File: src/rtl/fll_arb.sv
// Round-robin, packet-aware arbiter sharing one FIFO write port between RN requesters.
// A grant is held for a whole packet or until BL transfers, then one IDLE bubble re-arbitrates.
module fll_arb #(
    parameter int DW = 1,
    parameter int RN = 4,
    parameter int BL = 4,
    parameter int RO = 1,
    localparam int IW = $clog2(RN)
) (
    input  logic               ffi_clk,
    input  logic               ffi_rst,
    input  logic [RN*DW-1:0]   req_bus,
    input  logic [RN-1:0]      req_lst,
    input  logic [RN-1:0]      req_vld,
    output logic [RN-1:0]      req_rdy,
    output logic [DW-1:0]      arb_bus,
    output logic               arb_lst,
    output logic               arb_vld,
    input  logic               arb_rdy,
    output logic [RN-1:0]      arb_gnt,
    output logic [IW-1:0]      arb_idx
);

    localparam int CW  = (BL == 0) ? 1 : $clog2(BL + 1);
    localparam int BLM = (BL == 0) ? 0 : BL - 1;

    typedef enum logic {IDLE, LOCK} state_t;

    state_t        state_reg;
    logic [IW-1:0] ptr_reg;
    logic [IW-1:0] idx_reg;
    logic [RN-1:0] gnt_reg;
    logic [CW-1:0] cnt_reg;

    logic [RN-1:0] above;
    logic [RN-1:0] cand;
    logic [IW-1:0] nxt_idx;
    logic [DW-1:0] masked [RN];
    logic [DW-1:0] sel_bus;
    logic          sel_vld;
    logic          sel_lst;
    logic          acc;
    logic          xfer;
    logic          rel;

    for (genvar gi = 0; gi < RN; gi++) begin : g_lane
        assign masked[gi] = req_bus[gi*DW +: DW] & {DW{gnt_reg[gi]}};
        assign above[gi]  = (IW'(gi) > ptr_reg);
    end

    // Round-robin: prefer the lowest valid index above ptr, otherwise wrap to the lowest valid.
    always_comb begin
        cand    = (|(req_vld & above)) ? (req_vld & above) : req_vld;
        nxt_idx = '0;
        for (int i = RN - 1; i >= 0; i--) begin
            if (cand[i]) nxt_idx = IW'(i);
        end
    end

    always_comb begin
        sel_bus = '0;
        for (int i = 0; i < RN; i++) begin
            sel_bus = sel_bus | masked[i];
        end
    end

    // gnt_reg is zero outside LOCK, so these are implicitly qualified by the state.
    assign sel_vld = |(req_vld & gnt_reg);
    assign sel_lst = |(req_lst & gnt_reg);
    assign xfer    = sel_vld & acc & !ffi_rst;
    assign rel     = sel_lst | ((BL != 0) && (cnt_reg == CW'(BLM)));
    assign req_rdy = gnt_reg & {RN{acc & !ffi_rst}};
    assign arb_gnt = gnt_reg;
    assign arb_idx = idx_reg;

    always_ff @(posedge ffi_clk) begin
        if (ffi_rst) begin
            state_reg <= IDLE;
            ptr_reg   <= IW'(RN - 1);
            idx_reg   <= IW'(RN - 1);
            gnt_reg   <= '0;
            cnt_reg   <= '0;
        end else begin
            case (state_reg)
                IDLE: begin
                    if (|req_vld) begin
                        state_reg <= LOCK;
                        gnt_reg   <= RN'(1) << nxt_idx;
                        idx_reg   <= nxt_idx;
                        cnt_reg   <= '0;
                    end
                end
                LOCK: begin
                    if (xfer) begin
                        if (rel) begin
                            state_reg <= IDLE;
                            ptr_reg   <= idx_reg;
                            gnt_reg   <= '0;
                        end
                        if (cnt_reg != '1) cnt_reg <= cnt_reg + 1'b1;
                    end
                end
                default: state_reg <= IDLE;
            endcase
        end
    end

    if (RO == 0) begin : g_comb
        assign acc     = arb_rdy;
        assign arb_vld = sel_vld;
        assign arb_lst = sel_lst;
        assign arb_bus = sel_bus;
    end else begin : g_reg
        logic [DW-1:0] bus_reg;
        logic          lst_reg;
        logic          vld_reg;

        // Skid-free output register: accepts a new word whenever it is empty or draining.
        assign acc = !vld_reg | arb_rdy;

        always_ff @(posedge ffi_clk) begin
            if (ffi_rst) begin
                vld_reg <= 1'b0;
                lst_reg <= 1'b0;
            end else if (xfer) begin
                bus_reg <= sel_bus;
                lst_reg <= sel_lst;
                vld_reg <= 1'b1;
            end else if (arb_rdy) begin
                vld_reg <= 1'b0;
                lst_reg <= 1'b0;
            end
        end

        assign arb_vld = vld_reg;
        assign arb_lst = lst_reg;
        assign arb_bus = bus_reg;
    end

endmodule

File: config.mk
export PLATFORM = sky130hd
export DESIGN_NAME = fll_arb
export DESIGN_NICKNAME = d
export VERILOG_FILES = /design/src/rtl/fll_arb.sv
export SDC_FILE = /design/constraint.sdc
export NUM_CORES = 1
export LEC_CHECK = 0
export ABC_AREA = 1
export ABC_CLOCK_PERIOD_IN_PS = 1850
export CORE_MARGIN = 5
export CORE_UTILIZATION = 48
export CTS_CLUSTER_SIZE = 8
export DETAILED_ROUTE_END_ITERATION = 10
export GPL_ROUTABILITY_DRIVEN = 0
export HOLD_SLACK_MARGIN = 0.03
export PLACE_DENSITY = 0.79
export SLEW_MARGIN = 40
export SYNTH_ARGS = -nofsm -noshare
export SYNTH_HDL_FRONTEND = slang
export SYNTH_SLANG_ARGS = --single-unit
File: constraint.sdc
create_clock -name ffi_clk -period 1.85 [get_ports ffi_clk]
set_input_delay 0.37 -clock ffi_clk [delete_from_list [all_inputs] [get_ports ffi_clk]]
set_output_delay 0.37 -clock ffi_clk [all_outputs]
set_load 0.005 [all_outputs]
Word level (Yosys, flattened, before mapping) --
Cells that the tools add are included.
Storage, ports and cells: flip-flop bits (word level) 15, input bits 15, word-level logic and storage cells 70
Operators by class: bitwise gates (word level) 18, $add $sub $neg 1, shifts and indexed selects 1, magnitude comparators 4, equality and inequality tests 6, multiplexer cells 20, reduce and logical (&&, ||, !) cells 12
Operator list (number):
- $and 4x4->4 | 4
- $mux 4 | 4
- $reduce_or 4->1 | 4
- $mux 3 | 3
- $reduce_and 3->1 | 3
- $mux 2 | 4
- $pmux 4 s2 | 1
- $and 1x1->1 | 7
- $mux 1 | 6
- $ne 2x1->1 const B | 3
- $pmux 3 s2 | 1
- $or 1x1->1 | 5
- $gt 1x2->1 const A | 2
- $gt 2x2->1 const A | 2
- $reduce_and 2->1 | 2
- $shl 1x2->4 const A | 1
- $add 3x1->3 const B | 1
- $eq 3x2->1 const B | 1
- $ne 3x3->1 const B | 1
- $logic_not 1->1 | 2
- $ne 2x2->1 const B | 1
- $not 1->1 | 2
- $pmux 1 s2 | 1
- $reduce_bool 2->1 | 1

Longest topological paths before layout --
word-level depth 11, gate-level depth with buffers 8

Least setup slack after synthesis --
OpenSTA, ideal clock, no wires.
path type register to register, start register cnt_reg[0], end register gnt_reg[0] (netlist: arb_gnt[0]), path slack 0.663 ns, data required time 1.780 ns, clock period less this slack 1.187 ns, arrival time 1.116 ns, stages on the path, launching flop included 8, path buffers 0, path through dfxtp_1 > ha_1 > ha_1 > inv_1 > nand2_1 > nand3_4 > nand3_1 > a21oi_1
On the way: longest elaborated chain between the ends 4
Ends and longest elaborated chain:
- start, declared | line 33 | logic [CW-1:0] cnt_reg;
- start signal, assigned | line 100 | if (cnt_reg != '1) cnt_reg <= cnt_reg + 1'b1;
- $eq 3x2->1 | line 71 | assign rel = sel_lst | ((BL != 0) && (cnt_reg == CW'(BLM)));
- $or 1x1->1 | line 71
- $ne 2x1->1 (no source line)
- $reduce_and 3->1 (no source line)
- end signal, assigned | line 88 | gnt_reg <= RN'(1) << nxt_idx;
- end, declared | line 32 | logic [RN-1:0] gnt_reg;
No other way between the ends. A chain may end at the register's enable or synchronous reset.

Worst setup path after layout --
start input arb_rdy, end output req_rdy[2]
On the way: longest elaborated chain between the ends 3
Ends and longest elaborated chain:
- start, declared | line 19 | input logic arb_rdy,
- $or 1x1->1 | line 119 | assign acc = !vld_reg | arb_rdy;
- $and 1x1->1 | line 72 | assign req_rdy = gnt_reg & {RN{acc & !ffi_rst}};
- $and 4x4->4 | line 72
- end, declared | line 15 | output logic [RN-1:0] req_rdy,
No other way between the ends.

==> summary.log <==
[clock_tree] clock tree buffer depth 2
[outcome] outcome completed
[power_and_ir_drop] post-layout total power 0.000703 W
[die] Row Count 15
[synthesis] synthesized netlist cell count 128
[die] number of top-level pins 28
[detailed_routing] number of nets with antenna violations after routing 0
[clock_tree] number of buffers added for setup after CTS 0
[detailed_routing] average wire per standard cell 12.8 um
[cells_and_area] Largest register FFs 4
[cells_and_area] count of filler cells inserted in the layout 162
[hold_path] min-delay worst type flop to flop
[synthesis] area of the mapped netlist 897 sq um
[clock_tree] TritonCTS Sinks 15
[global_route] initial antenna violation count 0
[synthesis] number of register bits inferred by synthesis 15
[global_route] global-route wire length before repair 4250 um
[critical_path] largest driver fanout on the critical path 5
[power_and_ir_drop] Pwr per Cell Area 564 nW/um^2
[power_and_ir_drop] peak supply drop 0.000398 V
[die] placeable core region 1750 sq um
[global_route] overall routing resource usage 20.0%
[clock_tree] hold buffer count at CTS 0
[detailed_routing] post-route DRC violation count 0
[detailed_routing] router iterations before antenna repair 4
[sta] Setup-failing EPs final 0
[critical_path] Critical Path Most Common Cell nand2_2
[cells_and_area] area of all placed cells without fillers 1250 sq um
[detailed_routing] post-detailed-route via-to-cell ratio 5.27
[critical_path] kind of launch point of the worst setup path input port
[critical_path] reg-to-reg critical path startpoint cnt_reg[0]
[critical_path] arrival time at the worst endpoint 1350 ps
[placed_design] Buffers on Ports 27
[placed_design] standard cell area after detailed placement 1220 sq um
[hold_path] Worst Hold Path Cells 2
[synthesis] average instance area after synthesis 7.01 sq um
[clock_tree] post-cts repair resize count 4
[critical_path] capture instance of the worst register-to-register path arb_gnt[3]
[critical_path] Slowest Stage Delay on Critical Path 450 ps
[placed_design] detailed placer's ending HPWL 1980 um
[synthesis] Synthesized Nets 146
[critical_path] data required time of the critical path 1480 ps
[detailed_routing] sum of routed wire length over all layers 2390 um
[die] starting utilization of the core area 51.4%
[cells_and_area] area occupied by registers 310 sq um
[die] width of the die 53.2 um
[sta] highest clock rate 580 MHz
[detailed_routing] First DRT Iteration DRCs 13
[cells_and_area] number of antenna diodes 0
[job] max-capacitance violation count 0
[sta] fraction of the cycle the final worst path needs 93.2%
[sta] final number of max-transition violations 0
[critical_path] Crit Path Category input port to primary output
[clock_tree] CTS H-tree lvls 1
[sta] clock period minus final worst setup slack 1720 ps
[die] Die Footprint 2830 sq um
[cells_and_area] highest-count cells in the layout ignoring fill and taps nand2_1 (32), clkdlybuf4s50_1 (23), inv_1 (16)
[hold_path] Hold Path Sink cnt_reg[1]
[critical_path] cells along the critical path clkdlybuf4s50_1 -> inv_1 -> nand2_2 -> nand2_2 -> nor2_1 -> dlygate4sd2_1
[cells_and_area] final layout net count 181
[critical_path] r2r worst-path depth 7
[cells_and_area] synthesis-to-finish area growth 38.9%
[cells_and_area] share of post-route cells with drive strength above 1 13.6%
[sta] hold violation count in the final report 0
[global_route] via count of the first global-routing pass 956
[global_route] remaining global-route overflow 0
[critical_path] R2R setup slack 480 ps
[sta] Clock Skews 6.28 ps
[hold_path] start point of the worst min-delay path cnt_reg[1]
[sta] RSZ-0062 raised after global routing no
[cells_and_area] commonest non-fill, non-tap cell in the layout nand2_1
[critical_path] cell with the biggest individual delay on the critical path clkdlybuf4s50_1
[clock_tree] source-to-sink clock delay at the later pin of the worst-skew pair 280 ps
[clock_tree] CTS buffer count 3
[sta] transition at the pin with the smallest max-transition slack 300 ps
[power_and_ir_drop] leakage dissipation 0.567 nW
[synthesis] count of warnings emitted by yosys 0
[die] Chip Height 53.2 um
[cells_and_area] area used by multi-input combinational logic 512 sq um
[clock_tree] clock tree from TritonCTS yes
[synthesis] post-synthesis sequential area ratio 34.6%
[clock_tree] Root Buffer clkbuf_4
[detailed_routing] vias post-DR 986
[critical_path] Critical Path End Type primary output
[synthesis] Netlist cell types 24
[sta] Final Hold Slack 473 ps
[sta] relative slew slack 80.0%
[global_route] pin count of the biggest net entering global routing 11
[clock_tree] clock transition at the registers of the reported paths 90 ps
## worst max-delay path: cells and delay by family
kind	cells	cell delay (ps)
buffers and inverters	3	740
and+or+nand+nor	3	240
## cells in the mapped netlist
cell,count,area (sq um)
o21bai_4,1,18.8
edfxtp_1,1,30.0
nand3_4,1,17.5
nor2_2,1,6.26
nand2_2,4,25.0
and3_1,1,6.26
nor2_1,10,37.5
dfxtp_1,14,280
o21ai_0,3,15.0
a21oi_1,10,50.1
o21ai_1,1,5.00
nor2_4,1,11.3
nand4_2,1,12.5
inv_2,3,11.3
nor3_2,1,10.0
ha_1,3,37.5
nand3_1,11,55.1
clkbuf_1,1,3.75
inv_1,16,60.1
nand3_2,2,20.0
a211oi_1,1,7.51
a31oi_1,1,6.26
nand4_1,8,50.1
nand2_1,32,120
## area by class of cell
cell class                 count  share of cell area [%]
inverter                      19                    5.72
multi-input combinational     93                    41.1
clock buffer                   4                    2.11
sequential                    15                    24.9
tap                           25                    2.51
timing repair buffer          31                    23.7
## per-stage QoR
| step | instances | utilization (%) | TNS (ps) | setup slack (ps) |
|---|---|---|---|---|
| after detailed placement | 183 | 70.2 | -588 | -160 |
| final | 187 | 71.4 | 0 | 127 |
| after global placement | 183 | 70.2 | -498 | -131 |
| after global routing | 187 | 71.4 | 0 | 53.4 |
| after CTS | 187 | 71.4 | 0 | 114 |
| after floorplan | 128 | - | 0 | 663 |
## cells by family (layout without fill, tap and decap cells)
| family | count (synthesis) | count (layout) | share of synthesized area (%) |
|---|---|---|---|
| AO/OA/AOI/OAI | 17 | 17 | 11.4 |
| buffers and inverters | 20 | 54 | 8.37 |
| AND/OR/NAND/NOR | 73 | 73 | 41.4 |
| flip-flops | 15 | 15 | 34.6 |
| adder cells (fa/ha/maj) | 3 | 3 | 4.18 |
## per-layer routing
layer  global-route usage, %  wire length, um
met4                    5.53               28
met1                    24.8             1010
met3                    4.79              195
met5                       0                0
met2                    33.9             1150
## where the power goes
group / switching, W / internal, W
combinational: 0.0000755 / 0.0000810
clock: 0.000107 / 0.0000836
sequential: 0.0000157 / 0.000341
## worst max path at each step
stage | cells after the start | to | from
2_1_floorplan | 7 | arb_gnt[0] | cnt_reg[0]
3_3_place_gp | 6 | req_rdy[1] | arb_rdy
3_5_place_dp | 6 | req_rdy[2] | arb_rdy
4_1_cts | 6 | req_rdy[2] | arb_rdy
5_1_grt | 6 | req_rdy[1] | arb_rdy
6_report | 6 | req_rdy[2] | arb_rdy
Note: power is estimated with default switching activity, not from simulation.
